<file path="config.mk">
export PLATFORM = sky130hd
export DESIGN_NAME = bus_xbar_rd
export DESIGN_NICKNAME = d
export VERILOG_FILES = /design/src/rtl/bus_xbar_rd.sv
export SDC_FILE = /design/constraint.sdc
export NUM_CORES = 1
export LEC_CHECK = 0
export BUFFER_PORTS_ARGS = -buffer_cell sky130_fd_sc_hd__buf_2
export CORE_AREA = 5 5 115 117
export DETAILED_ROUTE_END_ITERATION = 16
export DIE_AREA = 0 0 120 122
export SYNTH_ARGS = -nofsm -noshare
export SYNTH_HDL_FRONTEND = slang
export SYNTH_SLANG_ARGS = --single-unit
</file>
<file path="constraint.sdc">
create_clock -name clk -period 1.55 [get_ports clk]
set_input_delay 0 -clock clk [delete_from_list [all_inputs] [get_ports clk]]
set_output_delay 0 -clock clk [all_outputs]
set_load 0.03 [all_outputs]
</file>
<file path="src/rtl/bus_xbar_rd.sv">
// One-master to N_SLAVES read/write crossbar with address-field slave decode,
// a single outstanding read, and error responses for unmapped addresses or timeouts.

module bus_xbar_port #(
  parameter int AW = 16,
  parameter int DW = 32
) (
  input  logic          rd_hit,
  input  logic [AW-1:0] rd_addr,
  input  logic          wr_hit,
  input  logic [AW-1:0] wr_addr,
  input  logic [DW-1:0] wr_data,
  output logic          s_rd_en,
  output logic [AW-1:0] s_rd_addr,
  output logic          s_wr_en,
  output logic [AW-1:0] s_wr_addr,
  output logic [DW-1:0] s_wr_data
);
  // Unselected ports are driven to all-zero, not just de-strobed.
  assign s_rd_en   = rd_hit;
  assign s_rd_addr = rd_hit ? rd_addr : '0;
  assign s_wr_en   = wr_hit;
  assign s_wr_addr = wr_hit ? wr_addr : '0;
  assign s_wr_data = wr_hit ? wr_data : '0;
endmodule

module bus_xbar_rd #(
  parameter int              N_SLAVES = 2,
  parameter int              AW       = 16,
  parameter int              DW       = 32,
  parameter int              SEL_LSB  = 12,
  parameter int              TIMEOUT  = 15,
  parameter logic [DW-1:0]   ERR_DATA = 32'hDEAD_BEEF
) (
  input  logic                   clk,
  input  logic                   rstn,
  input  logic                   rd_en,
  input  logic [AW-1:0]          rd_addr,
  output logic [DW-1:0]          rd_data,
  output logic                   rd_valid,
  output logic                   rd_err,
  output logic                   rd_busy,
  input  logic                   wr_en,
  input  logic [AW-1:0]          wr_addr,
  input  logic [DW-1:0]          wr_data,
  output logic                   wr_err,
  output logic [N_SLAVES-1:0]    s_rd_en,
  output logic [N_SLAVES*AW-1:0] s_rd_addr,
  input  logic [N_SLAVES*DW-1:0] s_rd_data,
  input  logic [N_SLAVES-1:0]    s_rd_valid,
  output logic [N_SLAVES-1:0]    s_wr_en,
  output logic [N_SLAVES*AW-1:0] s_wr_addr,
  output logic [N_SLAVES*DW-1:0] s_wr_data
);
  localparam int             SW   = AW - SEL_LSB;
  localparam int             SLW  = (N_SLAVES > 1) ? $clog2(N_SLAVES) : 1;
  localparam logic [SW:0]    NS   = (SW+1)'(N_SLAVES);
  localparam logic [7:0]     TMAX = 8'(TIMEOUT - 1);

  typedef enum logic {IDLE, WAIT} state_t;

  state_t           state, state_nxt;
  logic [SLW-1:0]   sel, sel_nxt;
  logic [7:0]       timer, timer_nxt;
  logic             rv_nxt, rerr_nxt, werr_nxt;
  logic [DW-1:0]    rdata_nxt;

  logic [SW-1:0]    rd_idx, wr_idx;
  logic             rd_map, wr_map;
  logic [AW-1:0]    rd_addr_t, wr_addr_t;
  logic [N_SLAVES-1:0] rd_hit, wr_hit;
  logic [N_SLAVES-1:0][DW-1:0] rdata_arr;

  assign rd_idx    = rd_addr[AW-1:SEL_LSB];
  assign wr_idx    = wr_addr[AW-1:SEL_LSB];
  assign rd_map    = {1'b0, rd_idx} < NS;
  assign wr_map    = {1'b0, wr_idx} < NS;
  assign rd_addr_t = {{SW{1'b0}}, rd_addr[SEL_LSB-1:0]};
  assign wr_addr_t = {{SW{1'b0}}, wr_addr[SEL_LSB-1:0]};
  assign rdata_arr = s_rd_data;
  assign rd_busy   = (state == WAIT);

  always_comb begin
    wr_hit = '0;
    for (int i = 0; i < N_SLAVES; i++)
      wr_hit[i] = wr_en && (wr_idx == SW'(i));
  end

  bus_xbar_port #(.AW(AW), .DW(DW)) u_port [N_SLAVES-1:0] (
    .rd_hit    (rd_hit),
    .rd_addr   (rd_addr_t),
    .wr_hit    (wr_hit),
    .wr_addr   (wr_addr_t),
    .wr_data   (wr_data),
    .s_rd_en   (s_rd_en),
    .s_rd_addr (s_rd_addr),
    .s_wr_en   (s_wr_en),
    .s_wr_addr (s_wr_addr),
    .s_wr_data (s_wr_data)
  );

  always_comb begin
    state_nxt = state;
    sel_nxt   = sel;
    timer_nxt = timer;
    rv_nxt    = 1'b0;
    rerr_nxt  = 1'b0;
    rdata_nxt = rd_data;
    werr_nxt  = wr_en && !wr_map;
    rd_hit    = '0;
    case (state)
      IDLE: begin
        if (rd_en && rd_map) begin
          for (int i = 0; i < N_SLAVES; i++)
            rd_hit[i] = (rd_idx == SW'(i));
          sel_nxt   = rd_idx[SLW-1:0];
          timer_nxt = '0;
          state_nxt = WAIT;
        end else if (rd_en) begin
          rv_nxt    = 1'b1;
          rerr_nxt  = 1'b1;
          rdata_nxt = ERR_DATA;
        end
      end
      WAIT: begin
        // Valid beats timeout when both land in the same cycle.
        if (s_rd_valid[sel]) begin
          rv_nxt    = 1'b1;
          rdata_nxt = rdata_arr[sel];
          state_nxt = IDLE;
        end else if (timer == TMAX) begin
          rv_nxt    = 1'b1;
          rerr_nxt  = 1'b1;
          rdata_nxt = ERR_DATA;
          state_nxt = IDLE;
        end else begin
          timer_nxt = timer + 8'd1;
        end
      end
      default: state_nxt = IDLE;
    endcase
  end

  always_ff @(posedge clk) begin
    if (!rstn) begin
      state    <= IDLE;
      sel      <= '0;
      timer    <= '0;
      rd_valid <= 1'b0;
      rd_err   <= 1'b0;
      rd_data  <= '0;
      wr_err   <= 1'b0;
    end else begin
      state    <= state_nxt;
      sel      <= sel_nxt;
      timer    <= timer_nxt;
      rd_valid <= rv_nxt;
      rd_err   <= rerr_nxt;
      rd_data  <= rdata_nxt;
      wr_err   <= werr_nxt;
    end
  end
endmodule

</file>
Word-level counts from Yosys, hierarchy flattened
Cells that the tools add are included.
Widths: inputs -> output; s select.
{"block": "classes", "add_sub_neg": 1, "order_cmp": 3, "n_eq_ne": 9, "mux": 32, "reduce_logical": 10, "bitwise_logic": 1}
{"cell": "$mux 32", "n": 8}
{"cell": "$pmux 32 s2", "n": 1}
{"cell": "$mux 12", "n": 4}
{"cell": "$mux 8", "n": 3}
{"cell": "$pmux 8 s2", "n": 1}
{"cell": "$mux 1", "n": 10}
{"cell": "$ne 2x2->1 const B", "n": 5}
{"cell": "$add 8x1->8 const B", "n": 1}
{"cell": "$eq 4x1->1 const B", "n": 2}
{"cell": "$eq 8x4->1 const B", "n": 1}
{"cell": "$logic_not 4->1", "n": 2}
{"cell": "$lt 4x2->1 const B", "n": 2}
{"cell": "$pmux 1 s2", "n": 3}
{"cell": "$reduce_and 3->1", "n": 2}
{"cell": "$logic_and 1x1->1", "n": 4}
{"cell": "$mux 2", "n": 2}
{"cell": "$ne 3x1->1 const B", "n": 1}
{"cell": "$lt 1x2->1 const B", "n": 1}
{"cell": "$reduce_and 2->1", "n": 1}
{"cell": "$logic_not 1->1", "n": 1}
{"cell": "$not 1->1", "n": 1}
{"block": "totals", "out_inout_bits": 168, "in_bits": 134, "wordCells": 63, "regBits": 45}

Longest topological paths before layout
{"block": "depth", "depth_word": 5, "depth_mapped": 7, "mapped_depth_nobuf": 5}

Modules after synthesis
A second synthesis with hierarchy kept.
{"block": "unflattened", "cells_unflattened": 347, "hier_area_um2": 3123.0}
{"module": "bus_xbar_rd", "cells_per_inst": 203, "area_each_um2": 2142.1, "seq_area_each_um2": 900.9, "n_inst": 1}
{"module": "bus_xbar_port", "cells_per_inst": 72, "area_each_um2": 490.5, "seq_area_each_um2": 0.0, "n_inst": 2}

Worst setup path after synthesis
OpenSTA, ideal clock, no wires.
{"block": "synth_timing", "path_type": "register to register", "startpoint": "reg timer[0]", "endpoint": "reg rd_data[0]", "period_less_slack_ns": 1.711, "setup_ns": 0.119, "stages_incl_launch_ff": 8, "path_buffers": 2, "slack_ns": -0.161, "t_arrival_ns": 1.593, "path_cell_list": "dfxtp_1 > inv_1 > ha_1 > and3_1 > buf_6 > a211o_4 > buf_6 > o221a_1"}
{"block": "synth_via", "elab_chain_len": 3}
{"element": "start: declaration", "line": "64", "rtl": "logic [7:0] timer, timer_nxt;"}
{"element": "start signal: assignment", "line": "156", "rtl": "timer <= timer_nxt;"}
{"element": "$eq 8x4->1", "line": "131", "rtl": "end else if (timer == TMAX) begin"}
{"element": "$ne 3x1->1 (no line)"}
{"element": "$reduce_and 3->1 (no line)"}
{"element": "end signal: assignment", "line": "159", "rtl": "rd_data <= rdata_nxt;"}
{"element": "end: declaration", "line": "39", "rtl": "output logic [DW-1:0] rd_data,"}
No other way between the ends.
A chain may end at the register's enable or synchronous reset.

Final worst setup path
{"block": "layout_timing", "startpoint": "reg timer[0]", "endpoint": "reg timer[0]"}
{"block": "layout_via", "elab_chain_len": 4, "elab_cells_between_ends": 7, "cone_classes": "1 x add/sub; 2 x eq/ne; 3 x mux; 1 x reduce/logical"}
{"element": "$add 8x1->8", "line": "137", "rtl": "timer_nxt = timer + 8'd1;"}
{"element": "$mux 8", "line": "131"}
{"element": "$mux 8", "line": "127", "rtl": "if (s_rd_valid[sel]) begin"}
{"element": "$pmux 8 s2", "line": "111", "rtl": "case (state)"}
Several ways; a longest one is shown, not always the timed one. The select of a mux whose other input is x is not followed.

==> run_results.csv <==
group,metric,value,unit
finish,final_util,42.8,%
setup_path,regToRegSetupSlack,-100,ps
grt,antenna_found_initial,2,
logic_synthesis,synth_top_family_by_area,"simple AND/OR/NAND/NOR gates",
finish,nets,793,
setup_path,worstSetupPathType,"reg -> reg",
finish,syn2layout_area_growth,72.1,%
floorplanning,std_cell_rows,41,
finish,layout.cells.non_filler,808,
logic_synthesis,synth.avg_cell_area,8.82,um2
setup_path,crit_path_end_kind,"flip-flop",
sta,fmax,608,MHz
sta,finalSetupViolCount,33,
place,dpl.cell_count,770,
floorplanning,ios,302,
grt,grt_max_degree,46,
sta,drv_slew,0,
setup_path,cp-start-kind,"flip-flop",
sta,worst_pin_slew,722,ps
floorplanning,start_util,24.9,%
cts,cts_buffers,5,
drt,finalWirelength,14.2,mm
drt,first_pass_iters,4,
sta,fin_setup_tns,-2040,ps
logic_synthesis,synth_fa_ha_area_share,0.820,%
drt,viasPerCell,4.62,
logic_synthesis,synth_area,3050,um2
power_and_ir_drop,leakage,2.81,nW
grt,grt_pass1_vias,3706,
cts,cts.sinks,45,
sta,period_needed,1650,ps
setup_path,timing.critical_path.cells,"inv_2, ha_4, and3_4, buf_6, buf_6, or4_4, o31ai_2",
setup_path,cp_max_fo,7,
sta,max-slew-margin-rel,51.5,%
cts,clock_latency,290,ps
logic_synthesis,seq_area_frac_synth,29.5,%
grt,gr-usage-all-layers,16.4,%
setup_path,cp.arrival,1840,ps
drt,drtIter0Drc,76,
setup_path,slowest_delay,480,ps
floorplanning,die-height,122,um
setup_path,crit_top_cell,"buf_6",
drt,detail_route.wl_per_cell,17.6,um
place,hpwl,10.6,mm
run,max_cap_violations,0,
logic_synthesis,synth-xor-area-share,0,%
logic_synthesis,syn_inst,346,
finish,drive_gt1_share,60.2,%
power_and_ir_drop,internal_power,2.17,mW
floorplanning,die_x,120,um
grt,overflow,0,
sta,final_hold_viol_count,0,
setup_path,slowest_stage,"or4_4",
run_status,failed_checks,"setup timing",
finish,fillers,1221,
cts,cts_tree,"yes",
place,place.gp.congestion,0.833,
cts,cts_buffer_depth,2,
floorplanning,core,12300,um2
setup_path,worstPathRequired,1740,ps
power_and_ir_drop,seqPwrFrac,39.3,%
drt,ant_nets,0,
power_and_ir_drop,p_sw,1.01,mW
floorplanning,design.die.area,14600,um2
logic_synthesis,synthMuxAreaShare,12.5,%
power_and_ir_drop,clkPwrFrac,34.2,%
hold_path,hold_class,"in -> reg",
sta,finalCritPeriodShare,106,%
drt,drcViolationCount,0,
logic_synthesis,postSynthRegisterBits,45,
logic_synthesis,synth-compound-area-share,14.5,%
power_and_ir_drop,switching_share,31.8,%
logic_synthesis,yosys.area_share.simple,31.9,%
power_and_ir_drop,peakVddDrop,0.318,mV
finish,antennaDiodeCount,0,
grt,grt_pass1_wl,19.2,mm
place,pre_cts_ws,-68.2,ps
run_status,outcome,"complete, but fails checks",
cts,path_clk_slew,70,ps
logic_synthesis,ys_types,34,
cts,root_buffer,"clkbuf_16",
drt,num_vias,3733,
sta,rsz0062_at_grt,"yes",
power_and_ir_drop,combPwrFrac,26.5,%
cts,cts_htree_levels,2,
sta,finalClockSkew,7.45,ps
sta,timing.final.ws_setup,-95.9,ps
place,port_buffers,285,
power_and_ir_drop,power_density,605,nW/um2
logic_synthesis,synth_warnings,0,
[cell usage in the layout (no fill, tap or decap), types with 2 or more instances in the layout]
cell	n
clkbuf_4	2
o211ai_1	4
o22ai_1	8
a211o_4	3
nand4_1	2
buf_12	4
and3_4	3
nor3_1	2
conb_1	16
dlygate4sd3_1	10
and2_1	114
clkbuf_16	5
nor2_1	3
mux2_2	24
mux2i_1	9
nand2_2	2
dfxtp_2	4
dfxtp_1	41
nor2b_4	3
buf_4	36
o221a_1	21
o221a_4	2
a211o_2	2
inv_1	2
or4_4	7
buf_6	4
buf_2	277
a21oi_2	2
a31oi_1	5
nand3_1	5
nand2_1	14
[worst max-delay path: cells and delay by family (launching register included)]
| family | cells | cell delay [ps] |
|---|---|---|
| flip-flops | 1 | 340 |
| AND/OR/NAND/NOR | 2 | 670 |
| adder cells (fa/ha/maj) | 1 | 150 |
| AO/OA/AOI/OAI | 1 | 80 |
| buffers and inverters | 3 | 300 |
[routing by layer]
layer / vias to the layer above / global-route usage, % / wire length, um
li1: 1798 / - / -
met1: 1742 / 19.1 / 5610
met2: 173 / 28.9 / 7130
met3: 18 / 5.48 / 1200
met4: 2 / 4.08 / 227
met5: - / 0 / 7
[stage by stage]
stage / area, um2 / power, mW / hold WS (ps)
2_1_floorplan: 3120 / 1.75 / 114
3_3_place_gp: 4630 / 2.03 / 237
3_5_place_dp: 4630 / 2.04 / 248
4_1_cts: 4950 / 3.15 / 0.293
5_1_grt: 5250 / 3.32 / 19.1
6_report: 5250 / 3.18 / 5.78
[cells in the mapped netlist]
cell	number	area (um2)
nand3b_1	1	7.51
nor2b_1	3	18.8
o211ai_1	4	30.0
mux2i_4	1	22.5
nand2_1	16	60.1
nor3_1	2	10.0
conb_1	1	3.75
o221a_1	21	236
a21oi_1	3	15.0
clkbuf_1	20	75.1
buf_2	2	10.0
nand4_1	2	12.5
mux2i_1	9	90.1
inv_1	3	11.3
o21ai_0	1	5.00
o22ai_1	8	50.1
a211o_4	1	17.5
o31ai_1	3	22.5
nand2_2	1	6.26
nand3_1	5	25.0
buf_6	7	78.8
nor4_1	1	6.26
ha_1	2	25.0
nor2_1	5	18.8
nand2b_1	1	6.26
and4_2	1	10.0
mux2_2	24	270
o221a_2	3	33.8
a31oi_1	5	31.3
and3_1	3	18.8
buf_4	20	150
and2_1	115	719
dfxtp_1	45	901
or4_1	7	52.6
[logic make-up after synthesis]
kind of cell | count (synthesis)
muxes | 34
adders and majority gates | 2
other | 1
buffers and inverters | 52
and+or+nand+nor | 163
DFF | 45
AOI/OAI and AO/OA | 49
[registers in the layout (all words and copies together) (netlist names)]
name,count
rd_data,32
rd_busy,1
sel,1
rd_valid,1
wr_err,1
rd_err,1
timer,8
[repair_timing]
| item | 4_1_cts | 5_1_grt |
|---|---|---|
| hold endpoints to repair | 7 | 0 |
| hold buffers | 10 | 0 |
| pin swaps | 5 | 15 |
| buffers inserted | 5 | 9 |
| cloned | 0 | 6 |
| resized for setup | 11 | 48 |
| setup endpoints to repair | 58 | 66 |
[area by class of cell]
cell class	count	area [um2]	area share, %
clock buffers	5	125	2.38
clock inverters	3	21.3	0.405
inverters	3	11.3	0.214
multi-input cells	269	2100	40.1
flip-flops and latches	45	906	17.2
well taps	150	188	3.57
repair buffers	333	1900	36.1
[power by group through the flow]
stage	Sequential, mW	Clock, mW	Combinational, mW
6_report	1.25	1.09	0.842
5_1_grt	1.26	1.17	0.897
4_1_cts	1.25	1.12	0.790
3_5_place_dp	1.28	0	0.763
3_3_place_gp	1.27	0	0.752
2_1_floorplan	1.39	0	0.355
[path summary, 6_finish.rpt]
path                               startpoint           to  cells past startpoint
worst max-delay path                 timer[0]     timer[0]                      7
worst min-delay path            s_rd_data[61]  rd_data[29]                      3
worst max register to register       timer[0]     timer[0]                      7
worst min register to register    rd_data[20]  rd_data[20]                      2
No activity file was read; power rests on OpenSTA's default activity.
